<file path="src/rtl/button_pkg.sv">
// -----------------------------------------------------------------------------
// button_pkg
//   Shared types and default timing for the push-button conditioner.
//   - btn_fsm_e : per-channel hold/repeat state machine encoding.
//   - DEF_*     : default cycle counts for a 50 MHz system clock.
//   Optional feature macro used by the consumers: BUTTON_AUTO_REPEAT_EN.
// -----------------------------------------------------------------------------
package button_pkg;

    typedef enum logic [1:0] {
        BTN_IDLE   = 2'd0,
        BTN_HELD   = 2'd1,
        BTN_REPEAT = 2'd2
    } btn_fsm_e;

    // 20 ms debounce, 500 ms long-press, 100 ms repeat at 50 MHz
    localparam int DEF_NUM_BUTTONS     = 3;
    localparam int DEF_DEBOUNCE_CYCLES = 1000000;
    localparam int DEF_HOLD_CYCLES     = 25000000;
    localparam int DEF_REPEAT_CYCLES   = 5000000;

endpackage

</file>
<file path="src/rtl/button_channel.sv">
// -----------------------------------------------------------------------------
// button_channel
//   One push-button channel: 2-flop synchroniser, debouncer and hold/repeat FSM.
//   Optional macro BUTTON_AUTO_REPEAT_EN: when defined, the channel issues
//   auto-repeat pulses; when undefined, the repeat state and counter are absent
//   and btn_repeat is tied low (btn_long still works).
//
//   Ports
//     clk         in   system clock
//     rst         in   synchronous active-high reset
//     btn_raw_n   in   raw key, active-low, asynchronous to clk
//     btn_state   out  debounced level, 1 = pressed
//     btn_press   out  1-cycle pulse on accepted press
//     btn_release out  1-cycle pulse on accepted release
//     btn_repeat  out  1-cycle auto-repeat pulse
//     btn_long    out  level, key held past HOLD_CYCLES
// -----------------------------------------------------------------------------
module button_channel
    import button_pkg::*;
#(
    parameter int DEBOUNCE_CYCLES = DEF_DEBOUNCE_CYCLES,
    parameter int HOLD_CYCLES     = DEF_HOLD_CYCLES
`ifdef BUTTON_AUTO_REPEAT_EN
    ,
    parameter int REPEAT_CYCLES   = DEF_REPEAT_CYCLES
`endif
) (
    input  logic clk,
    input  logic rst,
    input  logic btn_raw_n,
    output logic btn_state,
    output logic btn_press,
    output logic btn_release,
    output logic btn_repeat,
    output logic btn_long
);

    localparam int DB_W   = $clog2(DEBOUNCE_CYCLES + 1);
    localparam int HOLD_W = $clog2(HOLD_CYCLES + 1);
    localparam logic [DB_W-1:0]   DB_LAST   = DB_W'(DEBOUNCE_CYCLES - 1);
    localparam logic [HOLD_W-1:0] HOLD_LAST = HOLD_W'(HOLD_CYCLES - 1);

    logic              sync_p0, sync_p1;
    logic              key_down;
    logic [DB_W-1:0]   db_cnt;
    logic              state_q, press_q, release_q;
    logic              mismatch, db_done, accept_press, accept_release;
    logic [HOLD_W-1:0] hold_cnt;
    logic              hold_tick;
    logic              long_q, long_nxt;
    btn_fsm_e          fsm_q, fsm_nxt;

    // ---- stage p0/p1: synchroniser, reset to the released (high) level
    always_ff @(posedge clk) begin
        if (rst) begin
            sync_p0 <= 1'b1;
            sync_p1 <= 1'b1;
        end else begin
            sync_p0 <= btn_raw_n;
            sync_p1 <= sync_p0;
        end
    end

    assign key_down = ~sync_p1;

    // ---- debounce: count consecutive disagreeing cycles, accept on the last one
    assign mismatch       = (key_down != state_q);
    assign db_done        = mismatch && (db_cnt == DB_LAST);
    assign accept_press   = db_done && !state_q;
    assign accept_release = db_done && state_q;

    always_ff @(posedge clk) begin
        if (rst) begin
            db_cnt    <= '0;
            state_q   <= 1'b0;
            press_q   <= 1'b0;
            release_q <= 1'b0;
        end else begin
            if (!mismatch || db_done)
                db_cnt <= '0;
            else
                db_cnt <= db_cnt + 1'b1;
            if (db_done)
                state_q <= ~state_q;
            press_q   <= accept_press;
            release_q <= accept_release;
        end
    end

    // Once btn_long is set in BTN_HELD the hold counter freezes, so without
    // auto-repeat the long level simply persists until release.
    assign hold_tick = (fsm_q == BTN_HELD) && !long_q && (hold_cnt == HOLD_LAST);

    always_ff @(posedge clk) begin
        if (rst)
            hold_cnt <= '0;
        else if (fsm_q == BTN_IDLE || accept_release || hold_tick)
            hold_cnt <= '0;
        else if (fsm_q == BTN_HELD && !long_q)
            hold_cnt <= hold_cnt + 1'b1;
    end

`ifdef BUTTON_AUTO_REPEAT_EN
    localparam int REP_W = $clog2(REPEAT_CYCLES + 1);
    localparam logic [REP_W-1:0] REP_LAST = REP_W'(REPEAT_CYCLES - 1);

    logic [REP_W-1:0] rep_cnt;
    logic             rep_tick;
    logic             repeat_q, repeat_nxt;

    assign rep_tick = (fsm_q == BTN_REPEAT) && (rep_cnt == REP_LAST);

    always_ff @(posedge clk) begin
        if (rst)
            rep_cnt <= '0;
        else if (fsm_q != BTN_REPEAT || accept_release || rep_tick)
            rep_cnt <= '0;
        else
            rep_cnt <= rep_cnt + 1'b1;
    end
`endif

    // ---- FSM state register
    always_ff @(posedge clk) begin
        if (rst)
            fsm_q <= BTN_IDLE;
        else
            fsm_q <= fsm_nxt;
    end

    // ---- FSM next state
    always_comb begin
        fsm_nxt = fsm_q;
        case (fsm_q)
            BTN_IDLE: begin
                if (accept_press)
                    fsm_nxt = BTN_HELD;
            end
            BTN_HELD: begin
                if (accept_release)
                    fsm_nxt = BTN_IDLE;
`ifdef BUTTON_AUTO_REPEAT_EN
                else if (hold_tick)
                    fsm_nxt = BTN_REPEAT;
`endif
            end
            BTN_REPEAT: begin
                if (accept_release)
                    fsm_nxt = BTN_IDLE;
            end
            default: fsm_nxt = BTN_IDLE;
        endcase
    end

    // ---- FSM outputs (next values, registered below); release beats a repeat tick
    always_comb begin
        long_nxt = long_q;
`ifdef BUTTON_AUTO_REPEAT_EN
        repeat_nxt = 1'b0;
`endif
        if (accept_release) begin
            long_nxt = 1'b0;
        end else if (hold_tick) begin
            long_nxt = 1'b1;
`ifdef BUTTON_AUTO_REPEAT_EN
            repeat_nxt = 1'b1;
        end else if (rep_tick) begin
            repeat_nxt = 1'b1;
`endif
        end
    end

    always_ff @(posedge clk) begin
        if (rst) begin
            long_q <= 1'b0;
`ifdef BUTTON_AUTO_REPEAT_EN
            repeat_q <= 1'b0;
`endif
        end else begin
            long_q <= long_nxt;
`ifdef BUTTON_AUTO_REPEAT_EN
            repeat_q <= repeat_nxt;
`endif
        end
    end

    assign btn_state   = state_q;
    assign btn_press   = press_q;
    assign btn_release = release_q;
    assign btn_long    = long_q;
`ifdef BUTTON_AUTO_REPEAT_EN
    assign btn_repeat  = repeat_q;
`else
    assign btn_repeat  = 1'b0;
`endif

endmodule

</file>
<file path="src/rtl/button_conditioner.sv">
// -----------------------------------------------------------------------------
// button_conditioner
//   Push-button front end for the alarm-clock SoC. Each raw active-low key is
//   synchronised, debounced and hold-timed by its own button_channel; btn_event
//   (press OR repeat) feeds the Qsys button PIO inputs.
//   Optional macro BUTTON_AUTO_REPEAT_EN enables auto-repeat pulses; without it
//   btn_repeat is 0 and btn_event equals btn_press.
//
//   Ports
//     clk_clk      in   system clock
//     reset_reset  in   synchronous active-high reset
//     btn_raw_n    in   raw keys, active-low, asynchronous
//     btn_state    out  debounced levels, 1 = pressed
//     btn_press    out  1-cycle press pulses
//     btn_release  out  1-cycle release pulses
//     btn_repeat   out  1-cycle auto-repeat pulses
//     btn_long     out  long-press levels
//     btn_event    out  btn_press | btn_repeat
// -----------------------------------------------------------------------------
module button_conditioner
    import button_pkg::*;
#(
    parameter int NUM_BUTTONS     = DEF_NUM_BUTTONS,
    parameter int DEBOUNCE_CYCLES = DEF_DEBOUNCE_CYCLES,
    parameter int HOLD_CYCLES     = DEF_HOLD_CYCLES,
    parameter int REPEAT_CYCLES   = DEF_REPEAT_CYCLES
) (
    input  logic                   clk_clk,
    input  logic                   reset_reset,
    input  logic [NUM_BUTTONS-1:0] btn_raw_n,
    output logic [NUM_BUTTONS-1:0] btn_state,
    output logic [NUM_BUTTONS-1:0] btn_press,
    output logic [NUM_BUTTONS-1:0] btn_release,
    output logic [NUM_BUTTONS-1:0] btn_repeat,
    output logic [NUM_BUTTONS-1:0] btn_long,
    output logic [NUM_BUTTONS-1:0] btn_event
);

    // The debouncer needs at least two cycles to tell a level from a glitch.
    if (DEBOUNCE_CYCLES < 2 || HOLD_CYCLES < 1 || REPEAT_CYCLES < 1) begin : g_bad_cfg
        $error("button_conditioner: invalid cycle-count parameters");
    end

    for (genvar i = 0; i < NUM_BUTTONS; i++) begin : g_chan
        button_channel #(
            .DEBOUNCE_CYCLES (DEBOUNCE_CYCLES),
            .HOLD_CYCLES     (HOLD_CYCLES)
`ifdef BUTTON_AUTO_REPEAT_EN
            ,
            .REPEAT_CYCLES   (REPEAT_CYCLES)
`endif
        ) u_chan (
            .clk         (clk_clk),
            .rst         (reset_reset),
            .btn_raw_n   (btn_raw_n[i]),
            .btn_state   (btn_state[i]),
            .btn_press   (btn_press[i]),
            .btn_release (btn_release[i]),
            .btn_repeat  (btn_repeat[i]),
            .btn_long    (btn_long[i])
        );
    end

    assign btn_event = btn_press | btn_repeat;

endmodule

</file>
<file path="config.mk">
export PLATFORM = sky130hd
export DESIGN_NAME = button_conditioner
export DESIGN_NICKNAME = d
export VERILOG_FILES = /design/src/rtl/button_pkg.sv /design/src/rtl/button_channel.sv /design/src/rtl/button_conditioner.sv
export SDC_FILE = /design/constraint.sdc
export NUM_CORES = 1
export LEC_CHECK = 0
export CORE_MARGIN = 3
export CORE_UTILIZATION = 40
export CTS_BUF_LIST = sky130_fd_sc_hd__clkbuf_4
export CTS_CLUSTER_SIZE = 28
export DETAILED_ROUTE_END_ITERATION = 7
export DONT_BUFFER_PORTS = 1
export GPL_ROUTABILITY_DRIVEN = 1
export PLACE_DENSITY = 0.59
export SYNTH_ARGS = -nofsm -noshare
export SYNTH_HDL_FRONTEND = slang
export SYNTH_HIERARCHICAL = 1
export SYNTH_SLANG_ARGS = --single-unit
export TNS_END_PERCENT = 100
</file>
<file path="constraint.sdc">
create_clock -name clk_clk -period 2.85 [get_ports clk_clk]
set_input_delay 0.7125 -clock clk_clk [delete_from_list [all_inputs] [get_ports clk_clk]]
set_output_delay 0.7125 -clock clk_clk [all_outputs]
set_load 0.1 [all_outputs]
</file>
==> summary.md, run 1 <==
| Metric | Value |
|---|---|
| Clk buf depth | `2` |
| Placed Area | `7240 µm²` |
| Root buf cell | `clkbuf_4` |
| Port Buffer Count | `0` |
| DRT Pass-1 Iters | `4` |
| Worst Path Required | `2140 ps` |
| Initial core utilization | `41.6%` |
| CTS tree | `yes` |
| Initial DRC Count | `287` |
| Most common flop cell mapped by yosys | `dfxtp_1` |
| Synth cell count leaders | `162 x nor2_1, 156 x dfxtp_1, 66 x xor2_1` |
| CP Capture Type | `output port` |
| Worst slew margin | `36.8%` |
| Buf/Inv on CP | `2` |
| Reg2reg path depth | `6` |
| Min Tclk post-route | `2500 ps` |
| Top-count cell post-synth | `nor2_1` |
| # nets final | `793` |
| Worst setup SP type | `flop` |
| Syn Nets | `782` |
| WL final | `12300 µm` |
| Largest net degree at the start of global routing | `28` |
| Ys Warns | `6` |
| Worst Tran Pin Value | `947 ps` |
| Worst setup margin | `347 ps` |
| Fmax | `0.400 GHz` |
| Total core area | `16900 µm²` |
| Peak VDD IR | `0.210 mV` |
| Reg2reg start | `g_chan[1].u_chan/db_cnt[0]$_SDFF_PP0_` |
| Clock transition at path regs | `130 ps` |
| CTS Sinks | `156` |
| H-tree depth | `4` |
| Share of layout cells above drive strength 1 | `9.31%` |
| RSZ-0062 raised after global routing | `false` |
| Max-cap violations | `0` |
| Chip height | `138 µm` |
| Yosys reg bits | `156` |
| Die extent in x | `138 µm` |
| Slew Viols, Final | `0` |
| Crit path DAT | `1790 ps` |
| Status | `complete, no violations` |
| Syn Area/Cell | `9.10 µm²` |
| TritonCTS Buffers | `17` |
| Power density over the cells | `495 nW/µm²` |
| Synth area leaders | `dfxtp_1 44%, nor2_1 8.7%, xor2_1 8.2%` |
| GR Overflow Total | `0` |
| Crit-path cells | `buf_4 -> or2_1 -> buf_4` |
| Delay-heaviest family, CP | `flip-flops` |
| Syn Std Cell Area | `7020 µm²` |
| Via/cell ratio | `5.06` |
| Final Util | `44.8%` |
| Setup Viol. Count Final | `0` |
| Hold depth | `1` |
| I/O pin count | `23` |
| Area share of the largest cell type after synthesis | `44.5%` |
| Synth area leader | `dfxtp_1` |
| CP dominant cell by count | `buf_4` |
| Die area | `19200 µm²` |
| Critical path origin | `g_chan[2].u_chan/btn_press$_SDFF_PP0_` |
| CTS Hold Buffers Added | `0` |
| Fill cell total of the finished layout | `1633` |
| Drt drc | `0` |
| Vias in the first global route | `4899` |
| DP Worst Slack | `587 ps` |
| Via count | `5149` |
| First-pass GRT wire length | `21700 µm` |
| GRT Util Overall | `13.2%` |
| CP max stage delay | `680 ps` |
| Leak | `2.43 nW` |
| Crit-path max FO | `2` |
| DP HPWL | `8560 µm` |
| Hold Fails Final Rpt | `0` |
| Fin Setup TNS | `0 ps` |
| Sequential share of the synthesized area | `44.5%` |
| Area Overhead vs Synth | `7.72%` |
| HP Start | `reset_reset` |
| Rows | `47` |
| Crit path kind | `reg -> out` |
| Post-route cell area | `7560 µm²` |
| Min-delay worst type | `in -> reg` |
| Fin crit share | `87.8%` |
| Async SR Flop Fraction | `0%` |
| Number of setup buffers added after CTS | `0` |
| Post-synth EDFFs | `0` |
| Skew-Pair Late Insertion Delay | `550 ps` |
| R2R Setup Slk | `700 ps` |
| WP depth | `3` |
| DR WL/cell | `12.1 µm` |
| Slowest-stage cell, CP | `dfxtp_2` |
| Synth Instances | `771` |
| Initial antenna violation count | `1` |
| Post-DRT Antenna Nets | `0` |
| Post-synthesis cell type count | `43` |
| Routability cong. | `0.763` |
| Layout Skew | `12.1 ps` |
## logic make-up (layout without fill, tap and decap cells)
family	after synthesis	in the layout	share of synthesized area (%)
mux	3	3	0.428
xor+xnor	126	126	15.7
other cells	3	5	0.160
buf+inv	30	54	2.67
simple gates	429	429	33.2
flops	156	156	44.5
fa+ha+maj	6	6	1.07
compound gates	18	18	2.25
## through the flow
stage,hold WS (ps),total power [mW],cells
6_report,219,3.74,1017
5_1_grt,141,3.91,1017
3_3_place_gp,395,2.34,983
4_1_cts,162,3.80,1015
3_5_place_dp,396,2.34,983
2_1_floorplan,389,2.34,771
## area by class of cell
| type | count | area, µm² | area share (%) |
|---|---|---|---|
| flip-flops and latches | 156 | 3120 | 41.3 |
| multi-input cells | 585 | 3710 | 49.0 |
| well taps | 220 | 275 | 3.64 |
| clock buffers | 19 | 143 | 1.89 |
| diodes | 2 | 5.00 | 0.0662 |
| clock inverters | 13 | 174 | 2.30 |
| repair buffers | 13 | 97.6 | 1.29 |
| inverters | 9 | 33.8 | 0.447 |
## layout by cell type, fill, tap and decap left out, drive strengths merged, types with 13 or more instances in the layout
master,instances
clkbuf,19
nand2,45
nor2,165
xor2,66
nand4,42
nor3,24
buf,13
xnor2,60
dfxtp,156
nand3,60
## timing repair
action | 4_1_cts | 5_1_grt
hold endpoints to repair | 0 | 0
setup endpoints to repair | 1 | 0
resized for setup | 1 | 0
## registers in the layout (all words and copies together) (netlist names)
signal,cells
g_chan.u_chan/btn_state,3
g_chan.u_chan/db_cnt,60
g_chan.u_chan/sync_p1,3
g_chan.u_chan/btn_release,3
g_chan.u_chan/btn_long,3
g_chan.u_chan/hold_cnt,75
g_chan.u_chan/fsm_q,3
g_chan.u_chan/sync_p0,3
g_chan.u_chan/btn_press,3
## where the power goes
| part | leakage, nW | internal [mW] | switching, mW |
|---|---|---|---|
| Sequential | 1.26 | 2.19 | 0.0106 |
| Combinational | 1.00 | 0.0184 | 0.0682 |
| Clock | 0.163 | 0.706 | 0.745 |
## layer usage
metal / global-route usage, % / wire length, µm
met5: 0 / 0
met4: 5.30 / 197
met3: 3.49 / 323
met2: 21.5 / 5780
met1: 16.7 / 6050
## final timing paths
| kind | end |
|---|---|
| min | g_chan[0].u_chan/btn_state$_SDFFE_PP0N_ |
| max | btn_event[2] |
| min reg2reg | g_chan[2].u_chan/sync_p1$_SDFF_PP1_ |
| max reg2reg | g_chan[1].u_chan/hold_cnt[0]$_SDFFE_PP0P_ |
(Power assumes the default switching activity.)
==> inputs of run 2 (changes only) <==
Settings changed: CORE_UTILIZATION 40 to 51, CTS_CLUSTER_DIAMETER set to 200, PLACE_DENSITY 0.59 to 0.71.
==> summary.md, run 2 (synthesis results as in run 1) <==
| Metric | Value |
|---|---|
| Status | `complete, no violations` |
| Die area | `15200 µm² (-21%)` |
| Port Buffer Count | `0 (unchanged)` |
| Hold Fails Final Rpt | `0 (unchanged)` |
| Placed Instances | `938 (-4.6%)` |
| Worst Tran Pin Value | `937 ps (-10.7 ps)` |
| First-pass GRT wire length | `20900 µm (-3.6%)` |
| HP Start | `reset_reset` |
| Initial DRC Count | `223 (-22%)` |
| GRT Util Overall | `16.8% (+3.6 points)` |
| Switching Fraction | `21.8% (-0.25 points)` |
| I/O pin count | `23 (unchanged)` |
| Routability cong. | `0.788 (+3.4%)` |
| Biggest register | `g_chan.u_chan/hold_cnt` |
| # nets final | `792 (-0.13%)` |
| Slew Viols, Final | `0 (unchanged)` |
| Min-delay worst type | `in -> reg` |
| Final cell count without fillers | `970 (-4.6%)` |
| Area Overhead vs Synth | `6.76%` |
| Fmax | `0.404 GHz (+1.2%)` |
| Top flop regs | `g_chan.u_chan/hold_cnt x75, g_chan.u_chan/db_cnt x60` |
| Root buf cell | `clkbuf_4` |
| Worst setup SP type | `flop` |
| Via count | `5142 (-0.14%)` |
| Pint | `2.92 mW (about the same)` |
| Rows | `42 (-11%)` |
| DRT Pass-1 Iters | `4 (unchanged)` |
| Die extent in x | `123 µm (-11%)` |
| Peak VDD IR | `0.432 mV (+110%)` |
| Reg2reg start | `g_chan[0].u_chan/db_cnt[0]$_SDFF_PP0_` |
| Commonest non-fill, non-tap cell in the layout | `nor2_1` |
| Share of layout cells above drive strength 1 | `9.19% (-0.11 points)` |
| RSZ-0062 raised after global routing | `false` |
| CTS tree | `yes` |
| Drt drc | `0 (unchanged)` |
| Max FFs per register | `75 (unchanged)` |
| CP Capture Type | `output port` |
| WHS | `232 ps (+12.4 ps)` |
| Switching pwr | `0.812 mW (-1.4%)` |
| Layout Skew | `12.5 ps (+0.448 ps)` |
| H-tree depth | `4 (unchanged)` |
| Crit-path max FO | `2 (unchanged)` |
| Initial antenna violation count | `0 (-1)` |
| DR WL/cell | `12.3 µm (+1.4%)` |
| Skew-Pair Late Insertion Delay | `530 ps (-20 ps)` |
| Power density over the cells | `497 nW/µm² (+0.59%)` |
| Clock power frac | `38.6% (-0.2 points)` |
| Setup Viol. Count Final | `0 (unchanged)` |
| Final Util | `56.1% (+11 points)` |
| TritonCTS Buffers | `17 (unchanged)` |
| Largest net degree at the start of global routing | `28 (unchanged)` |
| Worst Path Required | `2140 ps (about the same)` |
| Clk buf depth | `2 (unchanged)` |
| Post-DRT Antenna Nets | `0 (unchanged)` |
| Critical path origin | `g_chan[2].u_chan/btn_press$_SDFF_PP0_` |
| Comb power frac | `2.3% (about the same)` |
| Crit path DAT | `1760 ps (-30 ps)` |
| Antenna diodes | `0 (-2)` |
| Commonest cells after routing, fill and taps aside | `162 x nor2_1, 155 x dfxtp_1, 66 x xor2_1` |
| Max-cap violations | `0 (unchanged)` |
| Total core area | `13300 µm² (-21%)` |
| Clock transition at path regs | `120 ps (about the same)` |
| Number of setup buffers added after CTS | `0 (unchanged)` |
| Crit path kind | `reg -> out` |
| DP HPWL | `8450 µm (-1.3%)` |
| Fin Setup TNS | `0 ps (unchanged)` |
| Chip height | `123 µm (-11%)` |
| CTS Hold Buffers Added | `0 (unchanged)` |
| Initial core utilization | `52.6% (+11 points)` |
| Vias in the first global route | `4927 (+0.57%)` |
| Fill cell total of the finished layout | `1197 (-27%)` |
| Leak | `2.42 nW (-0.23%)` |
| CTS Sinks | `156 (unchanged)` |
| Via/cell ratio | `5.30 (+4.7%)` |
| WL final | `11900 µm (-3.3%)` |
| Reg power frac | `59.1% (+0.2 points)` |
| GR Overflow Total | `0 (unchanged)` |
| Worst slew margin | `37.5% (+0.71 points)` |
| Fin crit share | `86.8% (-1.0 points)` |
| Min Tclk post-route | `2470 ps (-28.9 ps)` |
-- run 2: power by group through the flow --
stage	logic (mW)	registers [mW]	clock network (mW)
2_1_floorplan	0.0913	2.25	0
3_3_place_gp	0.0846	2.25	0
3_5_place_dp	0.0867	2.25	0
4_1_cts	0.0866	2.20	1.49
5_1_grt	0.0938	2.21	1.59
6_report	0.0860	2.20	1.44
-- run 2: critical path, cell delays in order, from the launching register on --
cell and delay [ps]:
dfxtp_2 680, buf_4 190, or2_1 80, buf_4 280
-- run 2: through the flow --
stage	instance area, µm²	power (mW)	setup WS, ps
detailed placement	7180	2.34	606
global route	7490	3.88	279
finish	7490	3.73	376
CTS	7490	3.78	310
global placement	7180	2.34	601
floorplan	7020	2.34	407
-- run 2: what timing repair did --
action / 4_1_cts / 5_1_grt
endpoints found under the hold margin: 0 / 0
gates resized for setup: 1 / 0
setup endpoints to repair: 1 / 0
-- run 2: cell type report --
type / count / area, µm² / area share, %
Clock inverter: 13 / 174 / 2.32
Timing Repair Buffer: 12 / 90.1 / 1.20
Multi-Input combinational cell: 585 / 3710 / 49.5
Clock buffer: 19 / 143 / 1.90
Tap cell: 176 / 220 / 2.94
Sequential cell: 156 / 3120 / 41.7
Inverter: 9 / 33.8 / 0.451
-- run 2: path summary, 6_finish.rpt --
path,cells past startpoint,slack (ps),endpoint
setup / recovery,3,380,btn_event[2]
hold / removal,1,230,g_chan[1].u_chan/fsm_q[0]$_SDFFE_PP0P_
setup reg to reg,6,710,g_chan[0].u_chan/hold_cnt[6]$_SDFFE_PP0P_
hold reg to reg,1,430,g_chan[1].u_chan/sync_p1$_SDFF_PP1_
-- run 2: layer usage --
layer	share of wire, %	track usage [%]	vias to the layer above	wire [µm]
met3	2.7	4.80	13	325
met4	1.2	5.40	0	149
met1	48	20.9	2420	5730
met5	0	0	-	0
met2	48	28.1	46	5740
li1	-	-	2663	-
